===== config.mk =====
export PLATFORM = sky130hd
export DESIGN_NAME = rf_wb_arbiter_flat
export DESIGN_NICKNAME = d
export VERILOG_FILES = /design/src/rtl/rf_wb_arbiter_if.sv /design/src/rtl/rf_wb_arbiter.sv /design/src/flat_wrapper.sv
export SDC_FILE = /design/constraint.sdc
export NUM_CORES = 1
export LEC_CHECK = 0
export CORE_UTILIZATION = 30
export CTS_CLUSTER_DIAMETER = 30
export DETAILED_ROUTE_END_ITERATION = 12
export DONT_BUFFER_PORTS = 1
export GPL_ROUTABILITY_DRIVEN = 0
export PLACE_DENSITY = 0.48
export SLEW_MARGIN = 20
export SYNTH_ARGS = -nofsm -noshare
export SYNTH_HDL_FRONTEND = slang
export SYNTH_SLANG_ARGS = --single-unit

===== constraint.sdc =====
create_clock -name CLK -period 7.75 [get_ports CLK]
set_input_delay 2.325 -clock CLK [delete_from_list [all_inputs] [get_ports CLK]]
set_output_delay 2.325 -clock CLK [all_outputs]
set_load 0.05 [all_outputs]

===== src/rtl/rf_wb_arbiter_if.sv =====
`default_nettype none
// ============================================================================
// rf_wb_arbiter_if : writeback request / RF write / forwarding bundle
// Rev 1.0
// ============================================================================
interface rf_wb_arbiter_if #(
  parameter int AWL = 5,
  parameter int DWL = 32
);
  logic           p_valid;
  logic [AWL-1:0] p_addr;
  logic [DWL-1:0] p_data;
  logic           p_ready;
  logic           s_valid;
  logic [AWL-1:0] s_addr;
  logic [DWL-1:0] s_data;
  logic           s_ready;
  logic           WR;
  logic [AWL-1:0] addr_WR;
  logic [DWL-1:0] Din;
  logic [AWL-1:0] addr1;
  logic [AWL-1:0] addr2;
  logic [DWL-1:0] rf_dout1;
  logic [DWL-1:0] rf_dout2;
  logic [DWL-1:0] rdata1;
  logic [DWL-1:0] rdata2;
`ifdef RF_WB_STATS_EN
  logic [15:0]    p_cnt;
  logic [15:0]    s_cnt;
  logic [15:0]    force_cnt;
`endif

  modport master (
    output p_valid, p_addr, p_data, s_valid, s_addr, s_data,
    output addr1, addr2, rf_dout1, rf_dout2,
    input  p_ready, s_ready, WR, addr_WR, Din, rdata1, rdata2
`ifdef RF_WB_STATS_EN
    , input p_cnt, s_cnt, force_cnt
`endif
  );

  modport slave (
    input  p_valid, p_addr, p_data, s_valid, s_addr, s_data,
    input  addr1, addr2, rf_dout1, rf_dout2,
    output p_ready, s_ready, WR, addr_WR, Din, rdata1, rdata2
`ifdef RF_WB_STATS_EN
    , output p_cnt, s_cnt, force_cnt
`endif
  );
endinterface
`default_nettype wire


===== src/rtl/rf_wb_arbiter.sv =====
`default_nettype none
// ============================================================================
// rf_wb_arbiter : primary/secondary RF writeback arbiter with starvation
// guard, registered write stage and read forwarding. Optional transfer
// statistics when RF_WB_STATS_EN is defined.
// Rev 1.0
// ============================================================================
module rf_wb_arbiter #(
  parameter int AWL        = 5,
  parameter int DWL        = 32,
  parameter int STARVE_MAX = 3
) (
  input  wire logic       CLK,
  input  wire logic       RST,
  rf_wb_arbiter_if.slave  bus
);

  localparam logic [0:0] S_NORM  = 1'b0;
  localparam logic [0:0] S_FORCE = 1'b1;
  localparam logic [3:0] C_STARVE_LAST = 4'(STARVE_MAX - 1);

  logic [0:0]     r_state;
  logic [0:0]     w_state_nxt;
  logic [3:0]     r_starve;
  logic           w_p_ready;
  logic           w_s_ready;
  logic           w_p_xfer;
  logic           w_s_xfer;
  logic           w_s_denied;
  logic [AWL-1:0] w_g_addr;
  logic [DWL-1:0] w_g_data;
  logic           r_wr;
  logic [AWL-1:0] r_addr;
  logic [DWL-1:0] r_din;

  always_ff @(posedge CLK or negedge RST) begin
    if (!RST) r_state <= S_NORM;
    else      r_state <= w_state_nxt;
  end

  always_comb begin
    w_state_nxt = r_state;
    case (r_state)
      S_NORM:  if (w_s_denied && (r_starve == C_STARVE_LAST)) w_state_nxt = S_FORCE;
      S_FORCE: if (w_s_xfer || !bus.s_valid)                  w_state_nxt = S_NORM;
      default: w_state_nxt = S_NORM;
    endcase
  end

  always_comb begin
    w_p_ready = 1'b1;
    w_s_ready = !bus.p_valid;
    case (r_state)
      S_FORCE: begin
        w_p_ready = 1'b0;
        w_s_ready = 1'b1;
      end
      default: begin
        w_p_ready = 1'b1;
        w_s_ready = !bus.p_valid;
      end
    endcase
  end

  assign bus.p_ready = w_p_ready;
  assign bus.s_ready = w_s_ready;
  assign w_p_xfer    = bus.p_valid && w_p_ready;
  assign w_s_xfer    = bus.s_valid && w_s_ready;
  assign w_s_denied  = bus.s_valid && !w_s_ready;

  // Count saturates at 15 so a large STARVE_MAX can never wrap past its trigger.
  always_ff @(posedge CLK or negedge RST) begin
    if (!RST)                             r_starve <= 4'd0;
    else if (!bus.s_valid || w_s_xfer)    r_starve <= 4'd0;
    else if (w_s_denied && r_starve != 4'hF) r_starve <= r_starve + 4'd1;
  end

  assign w_g_addr = w_s_xfer ? bus.s_addr : bus.p_addr;
  assign w_g_data = w_s_xfer ? bus.s_data : bus.p_data;

  always_ff @(posedge CLK or negedge RST) begin
    if (!RST) begin
      r_wr   <= 1'b0;
      r_addr <= '0;
      r_din  <= '0;
    end else begin
      r_wr <= (w_p_xfer || w_s_xfer) && (w_g_addr != '0);
      if (w_p_xfer || w_s_xfer) begin
        r_addr <= w_g_addr;
        r_din  <= w_g_data;
      end
    end
  end

  assign bus.WR      = r_wr;
  assign bus.addr_WR = r_addr;
  assign bus.Din     = r_din;

  // r_wr is never set for register 0, so x0 reads always come from the RF.
  assign bus.rdata1 = (r_wr && (bus.addr1 == r_addr)) ? r_din : bus.rf_dout1;
  assign bus.rdata2 = (r_wr && (bus.addr2 == r_addr)) ? r_din : bus.rf_dout2;

`ifdef RF_WB_STATS_EN
  logic [15:0] r_p_cnt;
  logic [15:0] r_s_cnt;
  logic [15:0] r_force_cnt;

  always_ff @(posedge CLK or negedge RST) begin
    if (!RST) begin
      r_p_cnt     <= 16'd0;
      r_s_cnt     <= 16'd0;
      r_force_cnt <= 16'd0;
    end else begin
      if (w_p_xfer && r_p_cnt != 16'hFFFF) r_p_cnt <= r_p_cnt + 16'd1;
      if (w_s_xfer && r_s_cnt != 16'hFFFF) r_s_cnt <= r_s_cnt + 16'd1;
      if (r_state == S_NORM && w_state_nxt == S_FORCE) r_force_cnt <= r_force_cnt + 16'd1;
    end
  end

  assign bus.p_cnt     = r_p_cnt;
  assign bus.s_cnt     = r_s_cnt;
  assign bus.force_cnt = r_force_cnt;
`endif

endmodule
`default_nettype wire


===== src/flat_wrapper.sv =====
// flat-port wrapper written by rule: the top's interface ports become plain ports
module rf_wb_arbiter_flat 
#(
  parameter int AWL        = 5,
  parameter int DWL        = 32,
  parameter int STARVE_MAX = 3
)
  (CLK, RST, bus_p_valid, bus_p_addr, bus_p_data, bus_s_valid, bus_s_addr, bus_s_data, bus_addr1, bus_addr2, bus_rf_dout1, bus_rf_dout2, bus_p_ready, bus_s_ready, bus_WR, bus_addr_WR, bus_Din, bus_rdata1, bus_rdata2);
  rf_wb_arbiter_if #(.AWL(AWL), .DWL(DWL)) bus_i ();
  input  wire logic CLK;
  input  wire logic RST;
  input wire logic [$bits(bus_i.p_valid)-1:0] bus_p_valid;
  input wire logic [$bits(bus_i.p_addr)-1:0] bus_p_addr;
  input wire logic [$bits(bus_i.p_data)-1:0] bus_p_data;
  input wire logic [$bits(bus_i.s_valid)-1:0] bus_s_valid;
  input wire logic [$bits(bus_i.s_addr)-1:0] bus_s_addr;
  input wire logic [$bits(bus_i.s_data)-1:0] bus_s_data;
  input wire logic [$bits(bus_i.addr1)-1:0] bus_addr1;
  input wire logic [$bits(bus_i.addr2)-1:0] bus_addr2;
  input wire logic [$bits(bus_i.rf_dout1)-1:0] bus_rf_dout1;
  input wire logic [$bits(bus_i.rf_dout2)-1:0] bus_rf_dout2;
  output wire logic [$bits(bus_i.p_ready)-1:0] bus_p_ready;
  output wire logic [$bits(bus_i.s_ready)-1:0] bus_s_ready;
  output wire logic [$bits(bus_i.WR)-1:0] bus_WR;
  output wire logic [$bits(bus_i.addr_WR)-1:0] bus_addr_WR;
  output wire logic [$bits(bus_i.Din)-1:0] bus_Din;
  output wire logic [$bits(bus_i.rdata1)-1:0] bus_rdata1;
  output wire logic [$bits(bus_i.rdata2)-1:0] bus_rdata2;
  assign bus_i.p_valid = bus_p_valid;
  assign bus_i.p_addr = bus_p_addr;
  assign bus_i.p_data = bus_p_data;
  assign bus_i.s_valid = bus_s_valid;
  assign bus_i.s_addr = bus_s_addr;
  assign bus_i.s_data = bus_s_data;
  assign bus_i.addr1 = bus_addr1;
  assign bus_i.addr2 = bus_addr2;
  assign bus_i.rf_dout1 = bus_rf_dout1;
  assign bus_i.rf_dout2 = bus_rf_dout2;
  assign bus_p_ready = bus_i.p_ready;
  assign bus_s_ready = bus_i.s_ready;
  assign bus_WR = bus_i.WR;
  assign bus_addr_WR = bus_i.addr_WR;
  assign bus_Din = bus_i.Din;
  assign bus_rdata1 = bus_i.rdata1;
  assign bus_rdata2 = bus_i.rdata2;
  rf_wb_arbiter #(.AWL(AWL), .DWL(DWL), .STARVE_MAX(STARVE_MAX)) u_core (.CLK(CLK), .RST(RST), .bus(bus_i));
endmodule

== Word level (Yosys, flattened, before mapping) ==
Cells that the tools add are included.
W data, S select, Z words.
Storage, ports and cells
  register bits after elaboration: 43
  ROM bits: 0
  logic and storage cells: 37
  output and inout port bits: 104
  bits of input ports: 152
  latch bits: 0
  memory bits (writable): 0
  memories kept: 0
Operators by class
  magnitude comparators: 0
  $add $sub $neg: 1
  shift-type cells: 0
  bitwise logic cells: 1
  reduce and logical (&&, ||, !) cells: 15
  mux-type cells: 11
  multiply operators: 0
  div/mod/pow operators: 0
  eq/ne operators: 4
Operators by type and width (count)
  $mux W32: 3
  $eq A5 B5 Y1: 2
  $logic_and A1 B1 Y1: 8
  $mux W4: 2
  $mux W5: 1
  $reduce_bool A5 Y1: 1
  $add A4 B1 Y4 const B: 1
  $eq A4 B2 Y1 const B: 1
  $mux W1: 4
  $ne A4 B4 Y1 const B: 1
  $logic_not A1 Y1: 3
  $logic_or A1 B1 Y1: 2
  $pmux W1 S2: 1
  $reduce_bool A2 Y1: 1
  $not A1 Y1: 1

== Longest topological paths before layout ==
Gate-level depths: netlist (run 1).
  word-level depth: 7
  mapped depth: 6
  depth with buffers taken out: 4

== Least setup slack after synthesis (run 1) ==
No wires, ideal clock.
  path type: input-to-output
  start point: input port bus_addr1[3]
  end point: output port bus_rdata1[10]
  arrival: 3543 ps
  required time: 5425 ps
  cell stages on the path: 6
  path buffers: 2
  slack: 1882 ps
  cells stage by stage: xor2_1 nor4_1 and3_1 buf_6 buf_12 mux2_4
On the way
  longest elaborated chain between the ends: 3
RTL lines
  from (decl): line flat_wrapper.sv:18  | input wire logic [$bits(bus_i.addr1)-1:0] bus_addr1;
  $eq A5 B5 Y1: line rf_wb_arbiter.sv:100  | assign bus.rdata1 = (r_wr && (bus.addr1 == r_addr)) ? r_din : bus.rf_dout1;
  $logic_and A1 B1 Y1: line rf_wb_arbiter.sv:100
  $mux W32: line rf_wb_arbiter.sv:100
  to (decl): line flat_wrapper.sv:27  | output wire logic [$bits(bus_i.rdata1)-1:0] bus_rdata1;
No other way between the ends.

== Final worst setup path (run 1) ==
  start point: input port bus_addr1[3]
  end point: output port bus_rdata1[24]
Same word-level chain as after synthesis.

==> metrics.md, run 1 <==
| Metric | Value |
|---|---|
| Status | `complete, no violations` |
| Async SR Flop Fraction | `100%` |
| Hold Violations, Final | `0` |
| Area Overhead vs Synth | `3.07%` |
| GRT overflow | `0` |
| Post-CTS Setup Inserts | `0` |
| Clock transition at path regs | `0.09 ns` |
| Rows | `37` |
| Maxcap violations | `0` |
| Starting density of the core | `30.8%` |
| Worst path bufs/invs | `1` |
| Synth top area cells | `dfrtp_1, mux2_4, mux2i_1` |
| Crit. End Element | `output pin` |
| H-tree levels | `2` |
| Crit start category | `input port` |
| Total Wirelength | `7990 um` |
| Mean area per synthesized cell | `11.4 sq um` |
| Min-delay worst type | `reg -> reg` |
| Largest net degree at the start of global routing | `78` |
| Die area | `11000 sq um` |
| Num CTS Buffers | `5` |
| Root Buffer Master | `clkbuf_8` |
| Initial drt markers | `81` |
| Commonest cells in the synthesized netlist | `mux2_4, dfrtp_1, o21ai_0, nand2_1, mux2i_1` |
| Port bufs | `0` |
| Met3 routed WL | `584 um` |
| Width of the die | `105 um` |
| Final TNS setup | `0 ns` |
| Die height | `105 um` |
| Cell area power density | `203 nW/um^2` |
| Vias in the first global route | `2240` |
| CTS tree | `built` |
| Core Util, Final | `31.8%` |
| Fin crit period | `6.57 ns` |
| Yosys warns | `0` |
| Wl on met1 | `3040 um` |
| WL met2 | `4280 um` |
| IO Pins | `256` |
| CTS sink cnt | `43` |
| Top cell type's share of synthesized area | `33.8%` |
| Max incr delay on CP | `0.71 ns` |
| Top sig layer | `met4` |
| Placed Area | `3190 sq um` |
| Critical Path AT | `4.25 ns` |
| Post-route ant nets | `0` |
| Critical path class | `in -> out` |
| Worst-path fanout max | `21` |
| Detailed placer's ending HPWL | `5880 um` |
| Predominant post-synthesis flop cell | `dfrtp_1` |
| Slew Viols, Final | `0` |
| Final Skew | `0.00915 ns` |
| Count of endpoints failing setup in the final report | `0` |
| Total core area | `10300 sq um` |
| Top-count cell post-synth | `mux2_4` |
| Top cell type by total area after synthesis | `dfrtp_1` |
| Vias | `2136` |
| Antenna cells | `0` |
| Fmax | `0.152 GHz` |
| Nets@finish | `423` |
| #FFs+latches synth | `43` |
| Worst rel slew slack | `50.5%` |
| Layout cell share with drive strength beyond 1 | `29.0%` |
| Pleak | `1.48 nW` |
| Syn Inst Count | `280` |
| Post-synthesis sequential area ratio | `33.8%` |
| Number of detailed-route iterations in the first pass | `4` |
| Hold Worst Slack | `0.532 ns` |
| Post-synth EDFFs | `0` |
| Top delay family on crit path | `simple AND/OR/NAND/NOR gates` |
| Worst Path Required | `5.43 ns` |
| Worst VDD drop | `69.6 uV` |
| Fill count | `1044` |
| Worst path cell trace | `xor2_1 -> nor4_1 -> and3_2 -> buf_4 -> mux2_4` |
| Post-Syn Nets | `434` |
| Worst skew pair latency | `0.29 ns` |
| Number of hold buffers added after cts | `0` |
| DR vias/cell | `5.27` |
| GR Util All Layers | `14.3%` |
| First-pass GRT wire length | `12200 um` |
| Unrepaired setup endpoints after global routing | `false` |
| Clk buf depth | `2` |
| Netlist cell types | `25` |
| CP max-delay cell | `and3_2` |
| Post-route cell area | `3280 sq um` |
| Antenna violations before repair | `0` |
| Tcrit/Tclk final | `84.8%` |
| Slew @ Worst Pin | `0.743 ns` |
| DRC viols | `0` |
| PostCTS Resize Cnt | `0` |
| DR WL/cell | `19.7 um` |
| Mapped Area | `3180 sq um` |
## power by group
part           leakage [nW]  switching, mW  total, mW  internal (mW)
clock                0.0470         0.0797      0.150         0.0702
combinational         0.906          0.118      0.177         0.0597
sequential            0.526         0.0977      0.340          0.243
## path summary, 6_finish.rpt
kind | startpoint | end | slack [ns] | depth (start not counted)
worst max-delay path | bus_addr1[3] | bus_rdata1[24] | 1.18 | 5
worst min-delay path | u_core.r_starve[3] | u_core.r_state | 0.53 | 1
worst max register to register | u_core.r_state | u_core.r_state | 5.99 | 4
worst min register to register | u_core.r_starve[3] | u_core.r_state | 0.53 | 1
max in group asynchronous | RST | u_core.bus.Din[1] | 5.95 | 0
min in group asynchronous | RST | u_core.bus.addr_WR[2] | 1.71 | 0
## layout make-up
class                           instances  area, sq um  share of cell area [%]
Multi-Input combinational cell        212         1910                    58.1
Clock buffer                            6         82.6                    2.52
Clock inverter                          1         5.00                   0.153
Tap cell                              136          170                    5.19
Sequential cell                        43         1080                    32.8
Timing Repair Buffer                    4         30.0                   0.915
Inverter                                3         11.3                   0.343
## cell usage in the layout, fill, tap and decap left out, drive strengths merged
cell	synthesis	final
ha	2	2
nor4b	1	1
nand3	2	2
mux2i	37	37
xor2	8	8
nor3b	1	1
dfrtp	43	43
clkbuf	10	6
nor2b	1	1
clkinv	0	1
nor4	2	2
inv	3	3
nor3	2	2
a211oi	1	1
o21ai	40	40
or4	2	2
buf	12	4
mux2	64	64
nor2	4	4
xnor2	3	3
and3	2	2
a31oi	1	1
nand2	39	39
## state kept, by name, summed over array words and instances (netlist names)
register            flops
u_core.r_starve         4
u_core.r_state          1
u_core.bus.addr_WR      5
u_core.bus.Din         32
u_core.bus.WR           1
## through the flow
step / instances / worst slack (ns) / total power [mW]
CTS: 405 / 1.14 / 0.678
finish: 405 / 1.18 / 0.668
floorplan: 280 / 1.88 / 0.513
detailed placement: 398 / 1.15 / 0.524
global route: 405 / 1.06 / 0.701
global placement: 398 / 1.17 / 0.522
## routing by layer
metal,GRT usage (%),vias to the layer above
met3,3.56,5
li1,-,959
met2,27.3,148
met4,3.52,0
met1,15.7,1024
met5,0,-
## cells by family (layout without fill, tap and decap cells)
group	Yosys count	count (layout)	synth area share [%]
buffers and inverters	25	14	6.64
multiplexers	101	101	41.4
AND/OR/NAND/NOR	56	56	7.66
XOR/XNOR	11	11	3.03
AO/OA/AOI/OAI	42	42	6.72
adder cells (fa/ha/maj)	2	2	0.786
flip-flops	43	43	33.8
Power figures use the tool's default switching activity.
==> run 2, diff against run 1 <==
==> constraint.sdc (replaced) <==
create_clock -name CLK -period 6.2 [get_ports CLK]
set_input_delay 1.86 -clock CLK [delete_from_list [all_inputs] [get_ports CLK]]
set_output_delay 1.86 -clock CLK [all_outputs]
set_load 0.05 [all_outputs]
==> metrics.md, run 2 (same netlist as run 1, synthesis figures left out) <==
| Metric | Value |
|---|---|
| Status | `complete, no violations` |
| Rows | `37` |
| Worst Hold Depth | `1` |
| Slew Viols, Final | `0` |
| Critical Path AT | `3.36 ns` |
| Root Buffer Master | `clkbuf_8` |
| Commonest non-fill, non-tap cells in the layout | `mux2_4, dfrtp_1, o21ai_0` |
| Starting density of the core | `30.8%` |
| Die area | `11000 sq um` |
| Layout cell share with drive strength beyond 1 | `29.2%` |
| Crit. path cell count | `5` |
| Crit. End Element | `output pin` |
| Nets@finish | `424` |
| Worst VDD drop | `77.9 uV` |
| CP max-delay cell | `mux2_2` |
| Max incr delay on CP | `0.51 ns` |
| Num CTS Buffers | `5` |
| Final Skew | `0.00263 ns` |
| Antenna violations before repair | `0` |
| Crit start category | `input port` |
| Largest net degree at the start of global routing | `78` |
| Tcrit/Tclk final | `84.2%` |
| Cell area power density | `256 nW/um^2` |
| Worst-path fanout max | `18` |
| Fmax | `0.191 GHz` |
| Antenna cells | `0` |
| Vias | `2140` |
| Worst rel slew slack | `54.6%` |
| Area Overhead vs Synth | `3.70%` |
| Clk buf depth | `2` |
| Number of detailed-route iterations in the first pass | `4` |
| CTS tree | `built` |
| DR WL/cell | `18.9 um` |
| Max reg flops | `32` |
| IO Pins | `256` |
| Placed Area | `3200 sq um` |
| Worst path bufs/invs | `1` |
| Vias in the first global route | `2218` |
| Width of the die | `105 um` |
| Post-CTS Setup Inserts | `0` |
| Total core area | `10300 sq um` |
| Worst path cell trace | `xor2_1 -> nor4_1 -> and3_2 -> buf_4 -> mux2_2` |
| Unrepaired setup endpoints after global routing | `false` |
| Worst reg2reg path depth | `4` |
| DR vias/cell | `5.26` |
| Initial drt markers | `57` |
| Critical path class | `in -> out` |
| Post-route ant nets | `0` |
| CTS sink cnt | `43` |
| Total Wirelength | `7690 um` |
| Most common cell after layout, fill and taps aside | `mux2_4` |
| Post-route cell area | `3300 sq um` |
| Worst Path Required | `4.34 ns` |
| Die height | `105 um` |
| Hold Violations, Final | `0` |
| DRC viols | `0` |
| Worst skew pair latency | `0.29 ns` |
| Final TNS setup | `0 ns` |
| Detailed placer's ending HPWL | `5840 um` |
| Min-delay worst type | `reg -> reg` |
| GRT overflow | `0` |
| Clock transition at path regs | `0.08 ns` |
| Fin crit period | `5.22 ns` |
| Maxcap violations | `0` |
| Port bufs | `0` |
| PostCTS Resize Cnt | `0` |
| Pleak | `1.49 nW` |
| Number of hold buffers added after cts | `0` |
| Slew @ Worst Pin | `0.680 ns` |
| GR Util All Layers | `13.5%` |
| H-tree levels | `2` |
| First-pass GRT wire length | `11600 um` |
| Top delay family on crit path | `simple AND/OR/NAND/NOR gates` |
| Count of endpoints failing setup in the final report | `0` |
## run 2: metal layers
layer / vias to the layer above / wire (um) / track usage (%)
met5: - / 0 / 0
met4: 0 / 75 / 3.32
met3: 5 / 592 / 3.49
met2: 145 / 4180 / 25.2
met1: 1027 / 2840 / 15.1
li1: 963 / - / -
## run 2: power by group
group	total (mW)	internal [mW]	leakage, nW	switching (mW)
clock network	0.199	0.102	0.0515	0.0975
logic	0.221	0.0748	0.912	0.146
registers	0.425	0.303	0.526	0.122
total	0.846	0.480	1.49	0.366
## run 2: path summary, 6_finish.rpt
check	from	end	slack, ns
worst min register to register	u_core.r_starve[3]	u_core.r_state	0.53
worst min-delay path	u_core.r_starve[3]	u_core.r_state	0.53
worst max-delay path	bus_addr2[3]	bus_rdata2[0]	0.98
worst max register to register	u_core.r_state	u_core.r_state	4.41
max in group asynchronous	RST	u_core.bus.addr_WR[4]	4.86
min in group asynchronous	RST	u_core.bus.Din[13]	1.25
## run 2: cell type report
| class | count | area, sq um |
|---|---|---|
| Inverter | 3 | 11.3 |
| Sequential cell | 43 | 1080 |
| Clock buffer | 8 | 100 |
| Tap cell | 136 | 170 |
| Timing Repair Buffer | 5 | 37.5 |
| Fill cell | 1037 | 7020 |
| Multi-Input combinational cell | 212 | 1910 |
## run 2: through the flow
| stage | util, % | std cells | hold WS, ns | power, mW | worst slack [ns] |
|---|---|---|---|---|---|
| global placement | 31.0 | 399 | 0.513 | 0.653 | 0.996 |
| finish | 32.0 | 407 | 0.532 | 0.846 | 0.978 |
| floorplan | - | 280 | 0.471 | 0.641 | 1.26 |
| detailed placement | 31.0 | 399 | 0.520 | 0.654 | 0.970 |
| global route | 32.0 | 407 | 0.568 | 0.886 | 0.838 |
| CTS | 32.0 | 407 | 0.537 | 0.862 | 0.966 |
